## config.mk

```make
export PLATFORM = sky130hd
export DESIGN_NAME = alu_share_arbiter
export DESIGN_NICKNAME = d
export VERILOG_FILES = /design/src/rtl/alu_pkg.sv /design/src/rtl/alu.sv /design/src/rtl/alu_rsp_slot.sv /design/src/rtl/alu_share_arbiter.sv
export SDC_FILE = /design/constraint.sdc
export NUM_CORES = 1
export LEC_CHECK = 0
export BUFFER_PORTS_ARGS = -buffer_cell sky130_fd_sc_hd__clkbuf_2
export CORE_ASPECT_RATIO = 0.7
export CORE_MARGIN = 2
export CORE_UTILIZATION = 56
export DETAILED_ROUTE_END_ITERATION = 10
export MAX_ROUTING_LAYER = met4
export PLACE_DENSITY = 0.82
export SLEW_MARGIN = 20
export SYNTH_ARGS = -nofsm -noshare
export SYNTH_HDL_FRONTEND = slang
export SYNTH_SLANG_ARGS = --single-unit
```

## constraint.sdc

```tcl
create_clock -name clk -period 6.1 [get_ports clk]
set_input_delay 0.305 -clock clk [delete_from_list [all_inputs] [get_ports clk]]
set_output_delay 0.305 -clock clk [all_outputs]
set_load 0.05 [all_outputs]
```

## src/rtl/alu_pkg.sv

```systemverilog
// Shared definitions for the ALU and the two-port ALU share arbiter.
package alu_pkg;
  localparam int DATA_W = 32;
  localparam int OPC_W  = 3;

  localparam logic [OPC_W-1:0] ALU_ADD     = 3'b000;
  localparam logic [OPC_W-1:0] ALU_SUB     = 3'b001;
  localparam logic [OPC_W-1:0] ALU_AND     = 3'b010;
  localparam logic [OPC_W-1:0] ALU_OR      = 3'b011;
  localparam logic [OPC_W-1:0] ALU_SLTU    = 3'b100;
  localparam logic [OPC_W-1:0] ALU_SLT     = 3'b101;
  localparam logic [OPC_W-1:0] ALU_XOR     = 3'b110;
  localparam logic [OPC_W-1:0] ALU_ILLEGAL = 3'b111;

  // One response as it is loaded into a slot
  typedef struct packed {
    logic [DATA_W-1:0] result;
    logic              zero;
    logic              neg;
    logic              err;
  } alu_rsp_t;
endpackage

```

## src/rtl/alu.sv

```systemverilog
// Single-cycle 32-bit ALU (combinational, no carry/overflow output).
module alu
  import alu_pkg::*;
(
  input  logic [OPC_W-1:0]  opcode,
  input  logic [DATA_W-1:0] a,
  input  logic [DATA_W-1:0] b,
  output logic [DATA_W-1:0] result
);

  // Opcode decode; the illegal opcode yields zero here and is flagged by the caller
  always_comb begin
    result = '0;
    case (opcode)
      ALU_ADD:  result = a + b;
      ALU_SUB:  result = a - b;
      ALU_AND:  result = a & b;
      ALU_OR:   result = a | b;
      ALU_SLTU: result = {{(DATA_W-1){1'b0}}, (a < b)};
      ALU_SLT:  result = {{(DATA_W-1){1'b0}}, ($signed(a) < $signed(b))};
      ALU_XOR:  result = a ^ b;
      default:  result = '0;
    endcase
  end

endmodule

```

## src/rtl/alu_rsp_slot.sv

```systemverilog
// One-deep response holding register: load wins over drain, data holds on drain.
module alu_rsp_slot
  import alu_pkg::*;
(
  input  logic              clk,
  input  logic              rst_n,
  input  logic              load,
  input  logic [DATA_W-1:0] ld_result,
  input  logic              ld_zero,
  input  logic              ld_neg,
  input  logic              ld_err,
  input  logic              out_ready,
  output logic              out_valid,
  output logic [DATA_W-1:0] out_result,
  output logic              out_zero,
  output logic              out_neg,
  output logic              out_err
);

  logic              valid_q, valid_d;
  logic [DATA_W-1:0] result_q, result_d;
  logic              zero_q, zero_d;
  logic              neg_q, neg_d;
  logic              err_q, err_d;

  // Next-state: refill in the same cycle as a drain is allowed
  always_comb begin
    valid_d  = valid_q;
    result_d = result_q;
    zero_d   = zero_q;
    neg_d    = neg_q;
    err_d    = err_q;
    if (load) begin
      valid_d  = 1'b1;
      result_d = ld_result;
      zero_d   = ld_zero;
      neg_d    = ld_neg;
      err_d    = ld_err;
    end else if (out_ready && valid_q) begin
      valid_d  = 1'b0;
    end
  end

  // Slot registers
  always_ff @(posedge clk or negedge rst_n) begin
    if (!rst_n) begin
      valid_q  <= 1'b0;
      result_q <= '0;
      zero_q   <= 1'b0;
      neg_q    <= 1'b0;
      err_q    <= 1'b0;
    end else begin
      valid_q  <= valid_d;
      result_q <= result_d;
      zero_q   <= zero_d;
      neg_q    <= neg_d;
      err_q    <= err_d;
    end
  end

  assign out_valid  = valid_q;
  assign out_result = result_q;
  assign out_zero   = zero_q;
  assign out_neg    = neg_q;
  assign out_err    = err_q;

endmodule

```

## src/rtl/alu_share_arbiter.sv

```systemverilog
// Round-robin sharing of one ALU between execute (port 0) and addr/branch unit (port 1).
module alu_share_arbiter
  import alu_pkg::*;
#(
  parameter int DATA_W = 32,  // ALU is fixed at 32; no other value is legal
  parameter int OPC_W  = 3,
  parameter int CNT_W  = 16
) (
  input  logic              clk,
  input  logic              rst_n,
  input  logic              req0_valid,
  output logic              req0_ready,
  input  logic [OPC_W-1:0]  req0_opcode,
  input  logic [DATA_W-1:0] req0_a,
  input  logic [DATA_W-1:0] req0_b,
  input  logic              req1_valid,
  output logic              req1_ready,
  input  logic [OPC_W-1:0]  req1_opcode,
  input  logic [DATA_W-1:0] req1_a,
  input  logic [DATA_W-1:0] req1_b,
  output logic              rsp0_valid,
  input  logic              rsp0_ready,
  output logic [DATA_W-1:0] rsp0_result,
  output logic              rsp0_zero,
  output logic              rsp0_neg,
  output logic              rsp0_err,
  output logic              rsp1_valid,
  input  logic              rsp1_ready,
  output logic [DATA_W-1:0] rsp1_result,
  output logic              rsp1_zero,
  output logic              rsp1_neg,
  output logic              rsp1_err,
  output logic [CNT_W-1:0]  conflict_cnt
);

  logic              elig0, elig1;
  logic              grant0, grant1;
  logic              last_grant_q, last_grant_d;
  logic [CNT_W-1:0]  cnt_q, cnt_d;
  logic [OPC_W-1:0]  mux_opc;
  logic [DATA_W-1:0] mux_a, mux_b, alu_res;
  alu_rsp_t          rsp_new;

  // A full slot that is draining this cycle can accept a new result
  assign elig0 = req0_valid && (!rsp0_valid || rsp0_ready);
  assign elig1 = req1_valid && (!rsp1_valid || rsp1_ready);

  // Round-robin: on conflict, the port that did not win last time gets it
  always_comb begin
    grant0       = elig0 && (!elig1 || last_grant_q);
    grant1       = elig1 && (!elig0 || !last_grant_q);
    last_grant_d = last_grant_q;
    if (grant0)      last_grant_d = 1'b0;
    else if (grant1) last_grant_d = 1'b1;
    cnt_d = cnt_q;
    if (elig0 && elig1 && (cnt_q != {CNT_W{1'b1}})) cnt_d = cnt_q + 1'b1;
  end

  assign req0_ready = grant0;
  assign req1_ready = grant1;

  // Operand mux; port 0 is the default when nothing is granted
  always_comb begin
    mux_opc = grant1 ? req1_opcode : req0_opcode;
    mux_a   = grant1 ? req1_a      : req0_a;
    mux_b   = grant1 ? req1_b      : req0_b;
  end

  alu u_alu (
    .opcode (mux_opc),
    .a      (mux_a),
    .b      (mux_b),
    .result (alu_res)
  );

  // Response formation; illegal opcode overrides the ALU output
  always_comb begin
    rsp_new.err    = (mux_opc == ALU_ILLEGAL);
    rsp_new.result = rsp_new.err ? '0 : alu_res;
    rsp_new.zero   = (rsp_new.result == '0);
    rsp_new.neg    = rsp_new.result[DATA_W-1];
  end

  // Arbitration state and conflict counter
  always_ff @(posedge clk or negedge rst_n) begin
    if (!rst_n) begin
      last_grant_q <= 1'b1;
      cnt_q        <= '0;
    end else begin
      last_grant_q <= last_grant_d;
      cnt_q        <= cnt_d;
    end
  end

  assign conflict_cnt = cnt_q;

  alu_rsp_slot u_slot0 (
    .clk        (clk),
    .rst_n      (rst_n),
    .load       (grant0),
    .ld_result  (rsp_new.result),
    .ld_zero    (rsp_new.zero),
    .ld_neg     (rsp_new.neg),
    .ld_err     (rsp_new.err),
    .out_ready  (rsp0_ready),
    .out_valid  (rsp0_valid),
    .out_result (rsp0_result),
    .out_zero   (rsp0_zero),
    .out_neg    (rsp0_neg),
    .out_err    (rsp0_err)
  );

  alu_rsp_slot u_slot1 (
    .clk        (clk),
    .rst_n      (rst_n),
    .load       (grant1),
    .ld_result  (rsp_new.result),
    .ld_zero    (rsp_new.zero),
    .ld_neg     (rsp_new.neg),
    .ld_err     (rsp_new.err),
    .out_ready  (rsp1_ready),
    .out_valid  (rsp1_valid),
    .out_result (rsp1_result),
    .out_zero   (rsp1_zero),
    .out_neg    (rsp1_neg),
    .out_err    (rsp1_err)
  );

endmodule
```

Yosys cells after proc, flatten, opt, wreduce, memory -nomap -nowiden
Cells that the tools add are included.
{"block": "word_totals", "register_bits": 89, "latchBits": 0, "ram_bits": 0, "romBits": 0, "inputBits": 140, "out_inout_bits": 90, "elab_cells": 61, "memories": 0}
{"block": "classes", "addsub": 3, "multipliers": 0, "div": 0, "magnitude_cmp": 2, "eq_ne": 8, "shift": 0, "n_mux": 11, "n_bitwise": 3, "reduce_logical": 22}
{"cell": "one-hot mux 32 bit (7 select lines)", "count": 1}
{"cell": "2-to-1 mux 32 bit", "count": 3}
{"cell": "< comparator 32 bit", "count": 2}
{"cell": "adder 32 bit", "count": 1}
{"cell": "AND 32 bit", "count": 1}
{"cell": "logical NOT 32 bit", "count": 1}
{"cell": "bitwise OR 32 bit", "count": 1}
{"cell": "subtractor 32 bit", "count": 1}
{"cell": "bitwise XOR 32 bit", "count": 1}
{"cell": "adder 16 x 1 -> 16 bit (second input constant)", "count": 1}
{"cell": "inequality test 16 bit (second input constant)", "count": 1}
{"cell": "== test 3 bit (second input constant)", "count": 4}
{"cell": "logical AND 1 bit", "count": 8}
{"cell": "== test 3 x 2 -> 1 bit (second input constant)", "count": 2}
{"cell": "2-to-1 mux 1 bit", "count": 6}
{"cell": "nonzero test 2 bit", "count": 3}
{"cell": "logical NOT 1 bit", "count": 5}
{"cell": "logical OR 1 bit", "count": 4}
{"cell": "== test 3 x 1 -> 1 bit (second input constant)", "count": 1}
{"cell": "logical NOT 3 bit", "count": 1}
{"cell": "2-to-1 mux 3 bit", "count": 1}

Depth between registers and ports, before layout
{"block": "logic_depth", "ltp_word": 11, "mapped_depth": 23, "ltp_nobuf": 19}

Hierarchy
Synthesis repeated with hierarchy kept, for this count alone.
{"block": "unflattened", "hier_cells": 1167, "hier_area_um2": 10311.1}
{"module": "alu", "n_inst": 1, "cells_each": 809, "area_each_um2": 5391.4, "seq_area_each_um2": 0.0}
{"module": "alu_rsp_slot", "n_inst": 2, "cells_each": 77, "area_each_um2": 1486.4, "seq_area_each_um2": 900.9}
{"module": "alu_share_arbiter", "n_inst": 1, "cells_each": 204, "area_each_um2": 1946.9, "seq_area_each_um2": 426.7}

Worst setup path before layout
No wires, ideal clock.
{"block": "synth_path", "path_kind": "flip-flop to flip-flop", "from": "reg u_slot0.valid_q (netlist: u_slot0.out_valid)", "to": "reg u_slot1.zero_q (netlist: u_slot1.out_zero)", "setup_ps": 110, "t_arrival_ps": 5226, "required_time_ps": 5990, "slack_ps": 764, "stages_incl_launch_ff": 24, "synth_period_minus_slack_ps": 5336, "cell_sequence": "dfrtp_1 nor2b_2 o211ai_2 buf_6 buf_6 buf_2 inv_1 clkbuf_1 nand2_1 nand2_1 ha_1 inv_1 fa_1 nand2b_1 a21oi_1 o21ai_1 nand2_1 a21oi_1 a221o_1 a2111oi_2 nand2_1 and4bb_1 nand4_1 o41ai_1"}
{"block": "synth_between", "elab_chain_len": 11, "word_cells_on_any_way": 27}
{"element": "start: declaration", "line": "alu_rsp_slot.sv:20", "text": "logic valid_q, valid_d;"}
{"element": "start signal: assignment", "line": "alu_rsp_slot.sv:53", "text": "valid_q <= valid_d;"}
{"element": "logical NOT 1 bit (*)", "line": "alu_share_arbiter.sv:45", "text": "assign elig0 = req0_valid && (!rsp0_valid || rsp0_ready);"}
{"element": "logical OR 1 bit (*)", "line": "alu_share_arbiter.sv:45"}
{"element": "logical AND 1 bit (*)", "line": "alu_share_arbiter.sv:45"}
{"element": "logical NOT 1 bit (*)", "line": "alu_share_arbiter.sv:51", "text": "grant1 = elig1 && (!elig0 || !last_grant_q);"}
{"element": "logical OR 1 bit (*)", "line": "alu_share_arbiter.sv:51"}
{"element": "logical AND 1 bit (*)", "line": "alu_share_arbiter.sv:51"}
{"element": "via req1_ready", "line": "alu_share_arbiter.sv:17", "text": "output logic req1_ready,"}
{"element": "2-to-1 mux 32 bit, or another cell as far along", "line": "alu_share_arbiter.sv:65", "text": "mux_a = grant1 ? req1_a : req0_a;"}
{"element": "subtractor 32 bit, or another cell as far along", "line": "alu.sv:16", "text": "ALU_SUB: result = a - b;"}
{"element": "one-hot mux 32 bit (7 select lines)", "line": "alu.sv:14", "text": "case (opcode)"}
{"element": "2-to-1 mux 32 bit", "line": "alu_share_arbiter.sv:79", "text": "rsp_new.result = rsp_new.err ? '0 : alu_res;"}
{"element": "logical NOT 32 bit", "line": "alu_share_arbiter.sv:80", "text": "rsp_new.zero = (rsp_new.result == '0);"}
{"element": "end signal: assignment", "line": "alu_rsp_slot.sv:55", "text": "zero_q <= zero_d;"}
{"element": "end: declaration", "line": "alu_rsp_slot.sv:22", "text": "logic zero_q, zero_d;"}
The timed path passes the listed nets; every way through them passes the cells marked *.
A chain may end at the register's enable or synchronous reset.

Final worst setup path
{"block": "layout_path", "from": "reg last_grant_q", "to": "reg u_slot1.zero_q (netlist: u_slot1.out_zero)"}
{"block": "layout_between", "elab_chain_len": 8, "word_cells_on_any_way": 24}
{"element": "start: declaration", "line": "alu_share_arbiter.sv:38", "text": "logic last_grant_q, last_grant_d;"}
{"element": "start signal: assignment", "line": "alu_share_arbiter.sv:90", "text": "last_grant_q <= last_grant_d;"}
{"element": "logical NOT 1 bit (*)", "line": "alu_share_arbiter.sv:51"}
{"element": "logical OR 1 bit (*)", "line": "alu_share_arbiter.sv:51"}
{"element": "logical AND 1 bit (*)", "line": "alu_share_arbiter.sv:51"}
{"element": "2-to-1 mux 32 bit, or another cell as far along", "line": "alu_share_arbiter.sv:65"}
{"element": "subtractor 32 bit, or another cell as far along", "line": "alu.sv:16"}
{"element": "one-hot mux 32 bit (7 select lines)", "line": "alu.sv:14"}
{"element": "2-to-1 mux 32 bit", "line": "alu_share_arbiter.sv:79"}
{"element": "logical NOT 32 bit", "line": "alu_share_arbiter.sv:80"}
Mark *: on every way between the ends. The rest lies on a longest branch, timed or not.

==> qor.csv <==
stage,metric,value,unit
grt,grt_pass1_wl,56.5,mm
synth,syn_area_per_cell,7.30,µm²
synth,yosys_register_bits,87,
synth,yosys_warnings,0,
setup_path,crit_chain,"nand2_1, o211ai_4, buf_4, nand2_1, nand2_1, inv_1, ha_1, fa_1, nor2_1, o311ai_2, a31oi_1, a22oi_1, nor2_1, mux2i_1, a2111oi_2, nand2_1, and4bb_1, nand4_1, o41ai_1",
setup_path,crit_slowest_cell,buf_4,
die,fp.dieW,164,µm
cells_and_area,nNetsFinal,1803,
drt,via_per_inst,6.21,
power,leakage,5.88,nW
hold_path,hp-class,in2async,
timing,worst_pin_slew,1.27,ns
setup_path,crit_required,6.33,ns
drt,drc_errors,0,
synth,synth.largest_area_cell,dfrtp_1,
die,start_util,56.5,%
synth,ys_seq_area_share,21.6,%
timing,final-setup-viol-count,0,
drt,drt-initial-drc-count,1386,
die,core_area,17900,µm²
timing,holdWs,0.0145,ns
cts,cts_setup_buffers,0,
drt,wl_per_cell,20.8,µm
die,placementRows,41,
cells_and_area,finish.utilization,64.9,%
grt,grt_util_met3,11.0,%
setup_path,endpoint_kind,register,
setup_path,worst-path-max-fanout,74,
timing,setup_tns,0,ns
setup_path,critPathLaunch,last_grant_q,
setup_path,crit_type,reg2reg,
cells_and_area,n_fill_cell,1581,
grt,antenna_found_initial,1,
timing,max_slew_margin,15.0,%
power,power_density,388,nW/µm²
setup_path,r2r_setup_slack,0.43,ns
cts,cts_resized,0,
timing,skew,0.00929,ns
cts,clock_sinks,87,
synth,syn_nets,1628,
cells_and_area,drive_gt1_share,20.4,%
synth,synthTopCellsByCount,"nand2_1, ha_1, inv_1, o21ai_0, dfrtp_1",
grt,met1_usage,56.1,%
setup_path,cp_slowest_stage_delay,0.64,ns
flow_run,max_cap_violations,0,
timing,rsz0062_at_grt,false,
cells_and_area,finalNonFillerCells,1798,
cts,clock_path_buffers,2,
synth,syn_inst,1382,
die,io_pins,230,
grt,grt-busiest-layer,met1,
cts,cts_made_buffers,9,
timing,layout_setup_ws,0.429,ns
placed_design,place_area,11300,µm²
cells_and_area,largest_reg_flops,32,
timing,fmax,0.176,GHz
timing,final_hold_viol_count,0,
placed_design,dp_hpwl,29.2,mm
cts,postCtsHoldBufs,0,
timing,drv_slew,0,
synth,ys.flop_type,dfrtp_1,
timing,final.min_clock_period,5.67,ns
cts,cts_tree,built,
cts,path_clk_slew,0.08,ns
placed_design,port_buffers,229,
synth,synth_area_leaders,"dfrtp_1, nand2_1, ha_1",
cells_and_area,fin_area,11600,µm²
run_status,status,"finished, final reports clean",
cts,insertion_delay,0.34,ns
setup_path,crit-reg2reg-launch,last_grant_q,
drt,vias,11174,
grt,grt_pass1_vias,9861,
setup_path,start_kind,register,
drt,wl,37.4,mm
power,power,4.49,mW
synth,synth.most_common_cell,nand2_1,
grt,grt_use_met2,55.2,%
synth,synth_edf_count,0,
cts,cts_root_buffer,clkbuf_16,
cells_and_area,syn2layout_area_growth,14.8,%
synth,synth-async-reset-ratio,100,%
synth,synth_top_area_share,21.3,%
timing,timing.final.crit_share,93.0,%
placed_design,pre_cts_slack,0.676,ns
placed_design,placedCellCount,1782,
synth,ys_types,93,
setup_path,cpMostUsedCell,nand2_1,
grt,grt.overflow.total,0,
drt,postRouteAntennaNets,0,
die,die_height,116,µm
setup_path,crit_arrival,5.90,ns
cts,htree_levels,3,
synth,syn_area,10100,µm²
cells_and_area,diodes,0,
grt,grt_usage,39.6,%
drt,drt_pass1_iterations,8,
grt,grt_max_degree,88,
die,dieArea,19100,µm²
placed_design,gp_congestion,1.08,
power,ir_worst_vdd,353,µV
## where the power goes
group | internal [mW] | leakage [nW] | switching, mW
logic | 0.815 | 4.61 | 2.19
registers | 0.774 | 1.12 | 0.144
clock network | 0.291 | 0.145 | 0.280
total | 1.88 | 5.88 | 2.61
## worst paths after layout
check,endpoint,cells after the start
max,u_slot1.out_zero,19
min in group clk,last_grant_q,4
max reg2reg,u_slot1.out_zero,19
max in group asynchronous,u_slot0.out_result[7],1
min,conflict_cnt[1],1
min reg2reg,u_slot1.out_result[15],2
## cell families after synthesis
family                     count (synthesis)  synth area share [%]
AOI/OAI and AO/OA                        388                  26.9
xor gates and xnor gates                  28                  2.43
adders and majority gates                106                  13.3
buffers and inverters                    179                  7.68
DFF                                       87                  21.6
muxes                                     29                  3.14
and+or+nand+nor                          565                  24.9
## metal layers
metal / share of wire [%] / vias to the layer above / routed length [µm]
met1: 44 / 5198 / 16600
met3: 13 / 101 / 4800
li1: - / 5200 / -
met4: 3.0 / 0 / 1110
met5: 0 / - / 0
met2: 40 / 675 / 14900
## critical path: cells and delay by family, from the launching register on
| family | cells | cell delay (ns) |
|---|---|---|
| AOI/OAI and AO/OA | 6 | 2.00 |
| and+or+nand+nor | 8 | 1.44 |
| buffers and inverters | 2 | 0.71 |
| adders and majority gates | 2 | 0.68 |
| DFF | 1 | 0.59 |
| muxes | 1 | 0.15 |
## placed cells by master (no fill, tap or decap), types with 16 or more instances in the layout
cell type,synthesis,routed
a211oi_1,25,25
o21ai_0,98,98
a21oi_1,81,81
mux2i_1,17,16
clkbuf_2,0,228
nand3_1,17,17
nand2_1,347,347
dfrtp_1,86,86
inv_1,98,97
ha_1,104,104
xnor2_1,20,20
o211ai_1,17,17
nor2_1,81,80
## final cells by class
class | count | area [µm²] | area share [%]
multi-input cells | 1116 | 7160 | 61.8
flip-flops and latches | 87 | 2180 | 18.8
repair buffers | 244 | 1280 | 11.0
inverters | 99 | 372 | 3.21
well taps | 236 | 295 | 2.55
clock buffers | 9 | 225 | 1.94
clock inverters | 7 | 75.1 | 0.648
No activity file was read; power rests on OpenSTA's default activity.
